`src/rtl/rst_req_gen.sv`:
```
// Reset-request generator: merges software, watchdog and debounced button requests
// into one registered, fixed-width rst_req pulse followed by a cooldown window.
module rst_req_gen #(
    parameter int WDT_TIMEOUT = 1000,
    parameter int HOLD_CYC    = 16,
    parameter int COOL_CYC    = 8,
    parameter int DEB_CYC     = 4,
    parameter int CNT_W       = 16
) (
    input  logic       clk,
    input  logic       asrst,
    input  logic       sw_req,
    input  logic       wdt_en,
    input  logic       wdt_kick,
    input  logic       btn_n,
    output logic       rst_req,
    output logic [2:0] rst_cause,
    output logic       busy
);

    typedef enum logic [1:0] {
        IDLE     = 2'd0,
        ASSERT   = 2'd1,
        COOLDOWN = 2'd2
    } state_t;

    localparam logic [CNT_W-1:0] ONE       = CNT_W'(1);
    localparam logic [CNT_W-1:0] ZERO      = '0;
    localparam logic [CNT_W-1:0] WDT_LAST  = CNT_W'(WDT_TIMEOUT - 1);
    localparam logic [CNT_W-1:0] HOLD_LAST = CNT_W'(HOLD_CYC - 1);
    localparam logic [CNT_W-1:0] COOL_LAST = CNT_W'(COOL_CYC - 1);
    localparam logic [CNT_W-1:0] DEB_LAST  = CNT_W'(DEB_CYC - 1);
    localparam logic [CNT_W-1:0] DEB_FULL  = CNT_W'(DEB_CYC);

    state_t           state, state_nxt;
    logic [CNT_W-1:0] fsm_cnt, fsm_cnt_nxt;
    logic [CNT_W-1:0] wdt_cnt;
    logic [CNT_W-1:0] deb_cnt;
    logic [2:0]       cause_nxt;
    logic             req_nxt;
    logic             busy_nxt;
    logic             btn_s1, btn_s2;
    logic             btn_evt, wdt_evt;
    logic [2:0]       req_vec;

    // Button synchronizer; idles high so reset never looks like a press.
    always_ff @(posedge clk or posedge asrst) begin
        if (asrst) begin
            btn_s1 <= 1'b1;
            btn_s2 <= 1'b1;
        end else begin
            btn_s1 <= btn_n;
            btn_s2 <= btn_s1;
        end
    end

    // Debounce counter saturates at DEB_CYC so a long press yields a single event.
    always_ff @(posedge clk or posedge asrst) begin
        if (asrst) begin
            deb_cnt <= ZERO;
        end else if (btn_s2) begin
            deb_cnt <= ZERO;
        end else if (deb_cnt != DEB_FULL) begin
            deb_cnt <= deb_cnt + ONE;
        end
    end

    assign btn_evt = !btn_s2 && (deb_cnt == DEB_LAST);
    assign wdt_evt = (state == IDLE) && wdt_en && !wdt_kick && (wdt_cnt == WDT_LAST);
    assign req_vec = {btn_evt, wdt_evt, sw_req};

    always_ff @(posedge clk or posedge asrst) begin
        if (asrst) begin
            wdt_cnt <= ZERO;
        end else if ((state != IDLE) || !wdt_en || wdt_kick || (wdt_cnt == WDT_LAST)) begin
            wdt_cnt <= ZERO;
        end else begin
            wdt_cnt <= wdt_cnt + ONE;
        end
    end

    always_ff @(posedge clk or posedge asrst) begin
        if (asrst) begin
            state     <= IDLE;
            fsm_cnt   <= ZERO;
            rst_req   <= 1'b0;
            rst_cause <= 3'b000;
            busy      <= 1'b0;
        end else begin
            state     <= state_nxt;
            fsm_cnt   <= fsm_cnt_nxt;
            rst_req   <= req_nxt;
            rst_cause <= cause_nxt;
            busy      <= busy_nxt;
        end
    end

    // Outputs are computed for the next state so rst_req and busy come straight from flops.
    always_comb begin
        state_nxt   = state;
        fsm_cnt_nxt = fsm_cnt;
        cause_nxt   = rst_cause;
        req_nxt     = 1'b0;
        case (state)
            IDLE: begin
                if (|req_vec) begin
                    state_nxt   = ASSERT;
                    fsm_cnt_nxt = ZERO;
                    cause_nxt   = req_vec;
                    req_nxt     = 1'b1;
                end
            end
            ASSERT: begin
                if (fsm_cnt == HOLD_LAST) begin
                    state_nxt   = COOLDOWN;
                    fsm_cnt_nxt = ZERO;
                end else begin
                    fsm_cnt_nxt = fsm_cnt + ONE;
                    req_nxt     = 1'b1;
                end
            end
            COOLDOWN: begin
                if (fsm_cnt == COOL_LAST) begin
                    state_nxt   = IDLE;
                    fsm_cnt_nxt = ZERO;
                end else begin
                    fsm_cnt_nxt = fsm_cnt + ONE;
                end
            end
            default: begin
                state_nxt   = IDLE;
                fsm_cnt_nxt = ZERO;
            end
        endcase
        busy_nxt = (state_nxt != IDLE);
    end

endmodule
```
`config.mk`:
```
export PLATFORM = sky130hd
export DESIGN_NAME = rst_req_gen
export DESIGN_NICKNAME = d
export VERILOG_FILES = /design/src/rtl/rst_req_gen.sv
export SDC_FILE = /design/constraint.sdc
export NUM_CORES = 1
export LEC_CHECK = 0
export CAP_MARGIN = 20
export CELL_PAD_IN_SITES_DETAIL_PLACEMENT = 1
export CELL_PAD_IN_SITES_GLOBAL_PLACEMENT = 2
export CORE_MARGIN = 4
export CORE_UTILIZATION = 42
export DETAILED_ROUTE_END_ITERATION = 10
export GPL_TIMING_DRIVEN = 0
export PLACE_DENSITY = 0.84
export SLEW_MARGIN = 20
export SYNTH_ARGS = -nofsm -noshare
export SYNTH_HDL_FRONTEND = slang
export SYNTH_SLANG_ARGS = --single-unit
```
`constraint.sdc`:
```
create_clock -name clk -period 7.05 [get_ports clk]
set_input_delay 1.7625 -clock clk [delete_from_list [all_inputs] [get_ports clk]]
set_output_delay 1.7625 -clock clk [all_outputs]
set_load 0.05 [all_outputs]
```
After elaboration in Yosys (flattened, before gate mapping)

Index checks and enable logic that the tools add are counted.

Mux-type cells: 14
Reductions and logical operators: 16
Add/sub/neg operators: 3
Eq/ne operators: 8

Operator list:

| cell                                                    | number |
|---|---|
| two-way mux 16 bit                                      | 6 |
| adder 16 x 1 -> 16 bit (second input constant)          | 3 |
| one-hot mux 16 bit (3 select lines)                     | 1 |
| == test 16 x 10 -> 1 bit (second input constant)        | 1 |
| == test 16 x 2 -> 1 bit (second input constant)         | 1 |
| == test 16 x 3 -> 1 bit (second input constant)         | 1 |
| == test 16 x 4 -> 1 bit (second input constant)         | 1 |
| inequality test 16 x 3 -> 1 bit (second input constant) | 1 |
| two-way mux 2 bit                                       | 3 |
| one-hot mux 2 bit (3 select lines)                      | 1 |
| nonzero test 2 bit                                      | 3 |
| logical AND 1 bit                                       | 4 |
| zero test 1 bit                                         | 3 |
| logical OR 1 bit                                        | 3 |
| OR reduction 3 bit                                      | 1 |
| == test 2 x 1 -> 1 bit (second input constant)          | 1 |
| == test 2 bit (second input constant)                   | 1 |
| zero test 2 bit                                         | 1 |
| two-way mux 1 bit                                       | 2 |
| inequality test 2 x 1 -> 1 bit (second input constant)  | 1 |
| one-hot mux 1 bit (2 select lines)                      | 1 |
| AND reduction 2 bit                                     | 1 |

Register bits: 57
Bits of input ports: 6

Longest topological paths before layout

Gate-level depths: netlist of run 1.

Depth in word-level cells: 8
Depth in mapped cells: 9

Worst setup path after synthesis of run 1

No wires, ideal clock.

Path type: in2reg
Start point: input port wdt_kick
End point: register fsm_cnt[5]
Arrival: 2.990 ns
Slack: 3.934 ns
Library setup time: 0.126 ns
Buffers on the path: 2
Stages: 6
Cell sequence: nand3b_1 > o221a_2 > buf_2 > and2_1 > buf_1 > a221o_1

Cells in the longest elaborated chain, start to end: 5

Ends and longest elaborated chain:

| element                                  | RTL line | RTL |
|---|---|---|
| start, declared                          | 14       | `input logic wdt_kick,` |
| zero test 1 bit                          | 69       | `assign wdt_evt = (state == IDLE) && wdt_en && !wdt_kick && (wdt_cnt == WDT_LAST);` |
| logical AND 1 bit (2 in a row)           | 69       |  |
| OR reduction 3 bit                       | 106      | `if (\|req_vec) begin` |
| inequality test 2 x 1 -> 1 bit (no line) | --       |  |
| end signal, assigned                     | 91       | `fsm_cnt <= fsm_cnt_nxt;` |
| end, declared                            | 36       | `logic [CNT_W-1:0] fsm_cnt, fsm_cnt_nxt;` |

No other way between the ends.
A chain may end at the register's enable or synchronous reset.

Worst setup path in the final report of run 1

Start point: input port wdt_kick
End point: register fsm_cnt[3]

Same word-level chain as after synthesis.

==> results of run 1 <==
logic make-up after synthesis:
group,synth area share
simple gates,0.249
compound gates,0.147
fa+ha+maj,0.0328
xor+xnor,0.0631
mux,0.00328
buf+inv,0.0361
flops,0.468
layout make-up:
type                            instances  area share
Tap cell                               96      0.0344
Inverter                               15      0.0168
Clock buffer                           14      0.0523
Timing Repair Buffer                   11      0.0365
Clock inverter                          2     0.00286
Sequential cell                        57       0.409
Multi-Input combinational cell        234       0.433
Buffer                                 12      0.0154
registers in the layout, summed over array words and instances, names as in the netlist:
name / flops
rst_req: 1
busy: 1
fsm_cnt: 16
btn_s1: 1
wdt_cnt: 16
rst_cause: 3
btn_s2: 1
deb_cnt: 16
state: 2
routing by layer:
layer,vias to the layer above,GRT usage,share of wire
li1,1186,-,-
met1,1208,0.216,0.45
met2,27,0.323,0.51
met3,9,0.0571,0.032
met4,0,0.0501,0.010
met5,-,0,0
metrics by stage:
stage | setup slack (ns) | hold WS, ns | area (um^2) | total power (uW) | util
finish | 3.66 | 0.356 | 3490 | 882 | 0.503
global route | 3.54 | 0.364 | 3490 | 935 | 0.503
CTS | 3.67 | 0.357 | 3490 | 897 | 0.503
detailed placement | 3.31 | 0.347 | 3300 | 599 | 0.475
global placement | 2.77 | 0.346 | 3270 | 592 | 0.471
floorplan | 3.89 | 0.345 | 3050 | 526 | -
placed cells by master, fill, tap and decap left out, types with 4 or more instances in the layout:
| master | instances |
|---|---|
| and3_2 | 4 |
| nand3_1 | 18 |
| inv_1 | 14 |
| xnor2_1 | 9 |
| o21ai_0 | 9 |
| nor3_1 | 8 |
| nor2_1 | 44 |
| clkdlybuf4s50_1 | 10 |
| dfrtp_1 | 55 |
| ha_1 | 8 |
| nor4_1 | 10 |
| clkbuf_1 | 9 |
| or3_1 | 9 |
| a21oi_1 | 8 |
| clkbuf_8 | 13 |
| a22o_1 | 4 |
| and3_1 | 4 |
| nand2_1 | 28 |
| nand4_1 | 9 |
| xor2_1 | 13 |
| a32oi_1 | 4 |
| a221o_1 | 5 |
path summary, 6_finish.rpt:
path / end / slack (ns) / cells after the start
min in group asynchronous: wdt_cnt[14]$_DFF_PP0_ / 1.68 / 2
max reg2reg: fsm_cnt[3]$_DFFE_PP0P_ / 4.50 / 9
max in group asynchronous: btn_s2$_DFF_PP1_ / 4.84 / 3
min reg2reg: btn_s2$_DFF_PP1_ / 0.36 / 0
min: btn_s2$_DFF_PP1_ / 0.36 / 0
max: fsm_cnt[3]$_DFFE_PP0P_ / 3.66 / 7
where the power goes:
part           total [uW]  switching [uW]  leakage [uW]  internal, uW
combinational         225             146      0.000560          79.1
sequential            364            15.2      0.000776           349
clock                 293             128      0.000102           165
total                 882             290       0.00144           593
==> results by group, run 1 <==
Job
  – MaxCap Viol Count: 0

Final layout
  – Area growth syn-to-layout: 14.5%
  – Share of cells above drive strength 1: 0.107
  – Antenna cells: 0
  – Fillcell total: 815
  – Final net count: 354
  – Multi-input gate area: around 1500 um^2
  – Sequential standard cell area: around 1400 um^2
  – Layout Cells excl Fill: 441

Synth
  – Synth area leaders: dfrtp_1 45%, nor2_1 5.4%, xor2_1 3.7%, nand2_1 3.4%, ha_1 3.3%
  – Synth async-reset ratio: 1.00
  – Count leader, synth: dfrtp_1
  – Number of synthesized flops with an enable pin: 0
  – Yosys cell types: 54
  – Mapped Nets: around 330
  – Synth Instances: approximately 320
  – Synth area leader: dfrtp_1
  – Synth Flop Type: dfrtp_1
  – Synth cell count leaders: 55 x dfrtp_1, 44 x nor2_1, 28 x nand2_1, 18 x nand3_1, 15 x inv_1
  – Syn_area_per_cell: 9.60 um^2
  – Yosys top cell area share: 0.451
  – Post-synthesis sequential area ratio: 0.468
  – Mapped cell area: 3050 um^2
  – Ys Warns: 0
  – Synth Register Bits: 57

Clock network
  – CTS resizes: 0
  – # clock sinks: 57
  – CTS Buf Count: 9
  – Worst-skew pair later-pin latency: 0.34 ns
  – Setup Fix Bufs, Post-CTS: 0
  – H-tree depth: 3
  – CTS clk-pin slew, worst paths: approximately 0.060 ns
  – Clk buf depth: 2
  – Clock root buffer: clkbuf_8
  – Hold_buf cts: 0
  – CTS tree: built

STA
  – RSZ-0062 raised after global routing: false
  – Rel. slew slack: 0.363
  – Worst-Margin Slew: 0.947 ns
  – Final setup fails: 0
  – Clk_skew: roughly 0.0057 ns
  – Fin. max-slew vios: 0
  – Fmax: around 0.29 GHz
  – Post-Route Setup TNS: 0 ns
  – Fin crit period: 3.39 ns
  – Tcrit/Tclk final: 0.481
  – Final Hold Viols: 0

Setup path
  – Critical path required time: 7.27 ns
  – CP Data Arrival Time: 3.61 ns
  – Crit-path cells: clkdlybuf4s50_1 > nand3b_1 > o221a_2 > buf_2 > and2_1 > buf_1 > a221o_1
  – Crit path buf inv count: 3
  – Critical Path Fanout Max: 8
  – Critical path class: in2reg
  – Crit. End Element: flop
  – Crit-path leading delay family: buffers and inverters
  – Worst path max stage delay: around 0.42 ns
  – CP Launch Type: input port
  – Worst Setup SP: wdt_kick
  – CP max stage cell: clkdlybuf4s50_1
  – FF-to-FF Start: state[0]$_DFF_PP0_

Die
  – Die width: 93.2 um
  – Initial Util: 0.439
  – Core Rows: 30
  – Die Y: 93.2 um
  – Core Box Area: 6940 um^2
  – Die ar.: about 8700 um^2
  – I/O pin count: 11

Global route
  – Initial antenna violation count: 0
  – GRT Overall Usage: 0.184
  – First-pass GRT wire length: between 10 and 15 mm
  – Number of global-route vias before repair: approximately 2,600
  – Grt total ovfl: 0
  – Largest net degree at the start of global routing: 49

Placed design
  – Placed cells: 425
  – Port buffer count: 10
  – Placer Congestion: 0.788
  – DP HPWL: 5.09 mm

Power
  – Leak: 0.00144 uW
  – Peak supply drop: 0.000156 V
  – P per Cell Area: about 250 nW/um^2

Routing
  – Final wirelength: a little over 7 mm
  – DR pass1 iterations: 4
  – Initial DRC count: 83
  – DRC Markers: 0
  – Vias/cell: 5.51
  – Total vias in the final route: 2,430
  – Drt wl/cell: 16.3 um
  – Post-DRT Antenna Nets: 0

Worst hold path
  – Worst hold path type: reg2reg
  – HP Start: btn_s1$_DFF_PP1_

Outcome
  – Status: finished clean
Note: power is estimated with default switching activity, not from simulation.
==> inputs of run 2 (changes only) <==
--- a/config.mk
+++ b/config.mk
@@ -9,10 +9,10 @@
 export CELL_PAD_IN_SITES_DETAIL_PLACEMENT = 1
 export CELL_PAD_IN_SITES_GLOBAL_PLACEMENT = 2
 export CORE_MARGIN = 4
-export CORE_UTILIZATION = 42
+export CORE_UTILIZATION = 35
 export DETAILED_ROUTE_END_ITERATION = 10
 export GPL_TIMING_DRIVEN = 0
-export PLACE_DENSITY = 0.84
+export PLACE_DENSITY = 0.74
 export SLEW_MARGIN = 20
 export SYNTH_ARGS = -nofsm -noshare
 export SYNTH_HDL_FRONTEND = slang
==> constraint.sdc (replaced) <==
create_clock -name clk -period 2.85 [get_ports clk]
set_input_delay 0.7125 -clock clk [delete_from_list [all_inputs] [get_ports clk]]
set_output_delay 0.7125 -clock clk [all_outputs]
set_load 0.05 [all_outputs]
==> run 2 against run 1 <==
Setup slack worse by 3.3 ns; routed wire length up 1.3%; total power rose to 2.6 times the previous value; clock power rose to 2.7 times the previous value; critical path type is now reg2reg; highest routed layer unchanged.
==> results by group, run 2 (same netlist as run 1, synthesis figures left out) <==
Outcome
  – Status: finished clean

Power
  – Gate power share: 0.252
  – Leak: approximately 0.0014 uW
  – P_int: 1490 uW
  – Clock share of power: 0.349
  – Psw: 767 uW
  – P per Cell Area: 642 nW/um^2
  – Total power: 2260 uW
  – Peak supply drop: 0.000510 V
  – Net Sw Frac: 0.340
  – Sequential power share: 0.399

Placed design
  – DP HPWL: 5.13 mm
  – Placer Congestion: roughly 0.75
  – Placed cells: 434
  – Total placed instance area: 3310 um^2
  – Port buffer count: 10

Setup path
  – CP Launch Type: flop
  – Reg2reg path depth: 8
  – FF-to-FF Start: state[0]$_DFF_PP0_
  – Crit. End Element: flop
  – R2R Setup Slk: 0.38 ns
  – FF-to-FF End: fsm_cnt[3]$_DFFE_PP0P_
  – Critical path class: reg2reg
  – Critical Path Fanout Max: 9
  – CP Data Arrival Time: 2.69 ns
  – Critical path required time: 3.07 ns

Worst hold path
  – Worst hold endpoint: btn_s2$_DFF_PP1_
  – HP Start: btn_s1$_DFF_PP1_
  – Worst hold path type: reg2reg
  – Hold Path Cell Cnt: 0

Die
  – Die ar.: 10,300 um^2
  – Core Rows: 33
  – Initial Util: 0.366
  – Die Y: about 100 um
  – I/O pin count: 11
  – Core Box Area: ~8300 um^2
  – Die width: ~100 um

Routing
  – Final wirelength: between 7 and 8 mm
  – Drt wl/cell: 16.2 um
  – Max layer used: met4
  – DR pass1 iterations: 4
  – DRC Markers: 0
  – M1 wire length: 3.76 mm
  – Total vias in the final route: 2,453
  – Post-DRT Antenna Nets: 0
  – Routed wl met2: 3.17 mm
  – Vias/cell: between 5 and 6
  – Routed wl met3: between 200 and 300 um
  – Initial DRC count: 104

Clock network
  – Worst-skew pair later-pin latency: 0.34 ns
  – Hold_buf cts: 0
  – Clock root buffer: clkbuf_8
  – CTS resizes: 0
  – # clock sinks: 57
  – H-tree depth: 3
  – Clk buf depth: 2
  – Setup Fix Bufs, Post-CTS: 0
  – CTS tree: built
  – CTS clk-pin slew, worst paths: ~0.070 ns
  – CTS Buf Count: 9

Final layout
  – Final net count: 353
  – Antenna cells: 0
  – Commonest non-fill, non-tap cell in the layout: dfrtp_1
  – Most frequent cells in the layout: 55 x dfrtp_1, 44 x nor2_1, 28 x nand2_1
  – Share of cells above drive strength 1: 0.110
  – Layout Cells excl Fill: 449
  – Area growth syn-to-layout: 15.1%
  – Final instance area: 3510 um^2
  – Largest regs: deb_cnt: 16 flops, fsm_cnt: 16 flops, wdt_cnt: 16 flops

STA
  – Fin crit period: 2.47 ns
  – RSZ-0062 raised after global routing: false
  – Tcrit/Tclk final: 0.865
  – Worst-Margin Slew: 0.956 ns
  – Fin. max-slew vios: 0
  – Rel. slew slack: 0.357
  – Clk_skew: 0.00644 ns
  – Final Hold Viols: 0
  – Min Hold Slack: 0.360 ns
  – Fmax: about 0.4 GHz
  – Final setup fails: 0

Global route
  – Grt total ovfl: 0
  – Largest net degree at the start of global routing: 50
  – GRT Overall Usage: 0.160
  – Number of global-route vias before repair: ~2,700
  – First-pass GRT wire length: 13.0 mm
  – Initial antenna violation count: 0

Job
  – MaxCap Viol Count: 0
run 2: cell types whose count changed in the layout (fill, tap and decap cells not counted), sizes merged:
| cell | before | now |
|---|---|---|
| clkinvlp | 0 | 3 |
| inv | 15 | 16 |
| clkbuf | 22 | 17 |
| clkinv | 2 | 1 |
| bufinv | 0 | 1 |
run 2: worst max-delay path, cell delays in order, from the launching register on:
cell and delay [ns]:
dfrtp_1 0.41, inv_1 0.11, ha_1 0.41, nand3b_1 0.22, o221a_2 0.29, buf_2 0.18
and2_1 0.17, buf_1 0.18, a221o_1 0.38
run 2: final cells by class:
| type | instances | area [um^2] |
|---|---|---|
| Multi-Input combinational cell | 234 | 1510 |
| Tap cell | 105 | 131 |
| Buffer | 11 | 50.0 |
| Timing Repair Buffer | 11 | 128 |
| Clock buffer | 10 | 138 |
| Clock inverter | 6 | 66.3 |
| Inverter | 15 | 58.8 |
| Fill cell | 955 | 4830 |
| Sequential cell | 57 | 1430 |
run 2: routing by layer:
layer / vias to the layer above / GRT usage
li1: 1185 / -
met1: 1225 / 0.222
met2: 36 / 0.237
met3: 7 / 0.0455
met4: 0 / 0.0593
met5: - / 0
run 2: power by group through the flow:
stage | clock network [uW] | registers (uW) | logic, uW
floorplan | 0 | 992 | 309
global placement | 0 | 915 | 556
detailed placement | 0 | 913 | 572
CTS | 812 | 901 | 576
global route | 861 | 910 | 621
finish | 788 | 900 | 568
run 2: per-stage QoR:
step	utilization	worst slack [ns]	setup TNS, ns
4_1_cts	0.422	0.190	0
5_1_grt	0.421	0.145	0
2_1_floorplan	-	0.624	0
3_5_place_dp	0.397	0.121	0
6_report	0.421	0.384	0
3_3_place_gp	0.394	-0.447	-24.34
run 2: worst max path at each step:
stage,startpoint,endpoint
after detailed placement,wdt_kick,fsm_cnt[7]$_DFFE_PP0P_
after floorplan,state[0]$_DFF_PP0_,fsm_cnt[5]$_DFFE_PP0P_
after global placement,asrst,fsm_cnt[10]$_DFFE_PP0P_
after global routing,state[0]$_DFF_PP0_,busy$_DFF_PP0_
after CTS,state[0]$_DFF_PP0_,fsm_cnt[3]$_DFFE_PP0P_
final,state[0]$_DFF_PP0_,fsm_cnt[3]$_DFFE_PP0P_
==> inputs of run 3 (changes only) <==
--- a/config.mk
+++ b/config.mk
@@ -11,7 +11,6 @@
 export CORE_MARGIN = 4
 export CORE_UTILIZATION = 35
 export DETAILED_ROUTE_END_ITERATION = 10
-export GPL_TIMING_DRIVEN = 0
 export PLACE_DENSITY = 0.74
 export SLEW_MARGIN = 20
 export SYNTH_ARGS = -nofsm -noshare
==> run 3 against run 2 <==
Largest cell class unchanged; cell count shrank 2.0%; critical path depth shrank 2; routed wire length shrank 1.7%; die area is the same; setup slack gained 0.018 ns; register-to-register slack gained 0.02 ns; clock skew grew 0.0016 ns; sequential power grew 1%; via count shrank 3.0%; highest routed layer unchanged; clock power shrank 3.9%; combinational power shrank 6.9%; total power shrank 2.5%.
==> results by group, run 3 (same netlist as run 1, synthesis figures left out) <==
STA
  – Final Hold Viols: 0
  – Clk_skew: 0.00808 ns
  – Fin. max-slew vios: 0
  – Worst-Margin Slew: about 0.79 ns
  – Final setup fails: 0
  – Fin crit period: ~2.4 ns
  – Setup ws final: about 0.40 ns
  – Post-Route Setup TNS: 0 ns
  – Rel. slew slack: 0.468
  – Fmax: 0.409 GHz
  – Tcrit/Tclk final: 0.859
  – RSZ-0062 raised after global routing: false

Global route
  – Number of global-route vias before repair: ~2,400
  – GRT Overall Usage: 0.152
  – Grt total ovfl: 0
  – GR peak layer: met1
  – Met1 Use GR: 0.224
  – First-pass GRT wire length: 12.2 mm
  – Initial antenna violation count: 0
  – Largest net degree at the start of global routing: 34
  – Met3 usage: 0.0344
  – Met2 usage: 0.221

Worst hold path
  – Worst hold path type: reg2reg
  – Hold Path Cell Cnt: 0
  – HP Start: btn_s1$_DFF_PP1_
  – Worst hold endpoint: btn_s2$_DFF_PP1_

Final layout
  – Antenna cells: 0
  – Largest regs: deb_cnt: 16 flops, fsm_cnt: 16 flops, wdt_cnt: 16 flops
  – Area growth syn-to-layout: 13.4%
  – Final net count: 344
  – Commonest non-fill, non-tap cell in the layout: dfrtp_1
  – Most frequent cells in the layout: 55 x dfrtp_1, 44 x nor2_1, 28 x nand2_1
  – Share of cells above drive strength 1: 0.113

Clock network
  – Setup Fix Bufs, Post-CTS: 0
  – Worst-skew pair later-pin latency: 0.33 ns
  – # clock sinks: 57
  – Clk buf depth: 2
  – CTS tree: built
  – CTS resizes: 0
  – Hold_buf cts: 0
  – H-tree depth: 3
  – CTS Buf Count: 9
  – Clock root buffer: clkbuf_8
  – CTS clk-pin slew, worst paths: 0.07 ns

Routing
  – Total vias in the final route: 2,379
  – DRC Markers: 0
  – DR pass1 iterations: 4
  – Initial DRC count: 99
  – Vias/cell: 5.41
  – Drt wl/cell: 16.3 um
  – Post-DRT Antenna Nets: 0
  – Final wirelength: 7.17 mm

Die
  – Die width: 101 um
  – Core Rows: 33
  – Initial Util: 0.366
  – Die Y: 101 um
  – Core Box Area: 8340 um^2
  – Die ar.: 10,300 um^2
  – I/O pin count: 11

Placed design
  – Port buffer count: 10
  – Placer Congestion: slightly below 0.8
  – DP HPWL: 5.05 mm
  – Dpl ws: 0.222 ns

Setup path
  – FF-to-FF End: fsm_cnt[12]$_DFFE_PP0P_
  – FF-to-FF Start: fsm_cnt[0]$_DFFE_PP0P_
  – CP Launch Type: flop
  – Reg2reg path depth: 6
  – R2R Setup Slk: 0.40 ns
  – Critical path class: reg2reg
  – Critical path required time: 3.07 ns
  – CP Data Arrival Time: ~2.7 ns
  – Crit. End Element: flop
  – Critical Path Fanout Max: 16

Outcome
  – Status: finished clean

Power
  – Total power: 2200 uW
  – Leak: 0.00141 uW
  – P per Cell Area: 636 nW/um^2
  – Peak supply drop: 0.000475 V

Job
  – MaxCap Viol Count: 0
-- run 3: final cells by class --
| type | instances | area (um^2) |
|---|---|---|
| fill | 973 | 4880 |
| multi-input combinational | 234 | 1510 |
| sequential | 57 | 1430 |
| timing repair buffer | 13 | 135 |
| tap | 105 | 131 |
| clock buffer | 9 | 124 |
| clock inverter | 7 | 71.3 |
| inverter | 15 | 56.3 |
-- run 3: where the power goes --
group	switching, uW	internal, uW	total [uW]	leakage, uW
logic	345	184	529	0.000545
registers	49.9	863	912	0.000776
clock network	356	401	757	0.0000912
-- run 3: worst max path at each step --
stage	start	end	slack (ns)
2_1_floorplan	state[0]$_DFF_PP0_	fsm_cnt[5]$_DFFE_PP0P_	0.62
3_3_place_gp	wdt_kick	fsm_cnt[5]$_DFFE_PP0P_	0.29
3_5_place_dp	wdt_kick	fsm_cnt[5]$_DFFE_PP0P_	0.22
4_1_cts	fsm_cnt[0]$_DFFE_PP0P_	fsm_cnt[12]$_DFFE_PP0P_	0.41
5_1_grt	fsm_cnt[0]$_DFFE_PP0P_	fsm_cnt[12]$_DFFE_PP0P_	0.26
6_report	fsm_cnt[0]$_DFFE_PP0P_	fsm_cnt[12]$_DFFE_PP0P_	0.40
-- run 3: critical path, cell delays in order (launching register included) --
cell and delay [ns]:
dfrtp_1 0.43, ha_1 0.27, nand3_1 0.21, o41ai_4 0.13, a21boi_2 0.59, a21bo_2 0.35, o41ai_1 0.35
-- run 3: per-stage QoR --
stage          cell area, um^2  std cells  utilization  hold WS, ns
4_1_cts                   3460        440        0.415        0.360
3_3_place_gp              3260        424        0.391        0.348
6_report                  3460        440        0.415        0.357
5_1_grt                   3460        440        0.415        0.367
2_1_floorplan             3050        318            -        0.345
3_5_place_dp              3260        424        0.391        0.348
-- run 3: layer usage --
layer / part of all wire / vias to the layer above
met1: 0.52 / 1179
met4: 0.0054 / 0
met3: 0.031 / 6
li1: - / 1166
met5: 0 / -
met2: 0.44 / 28
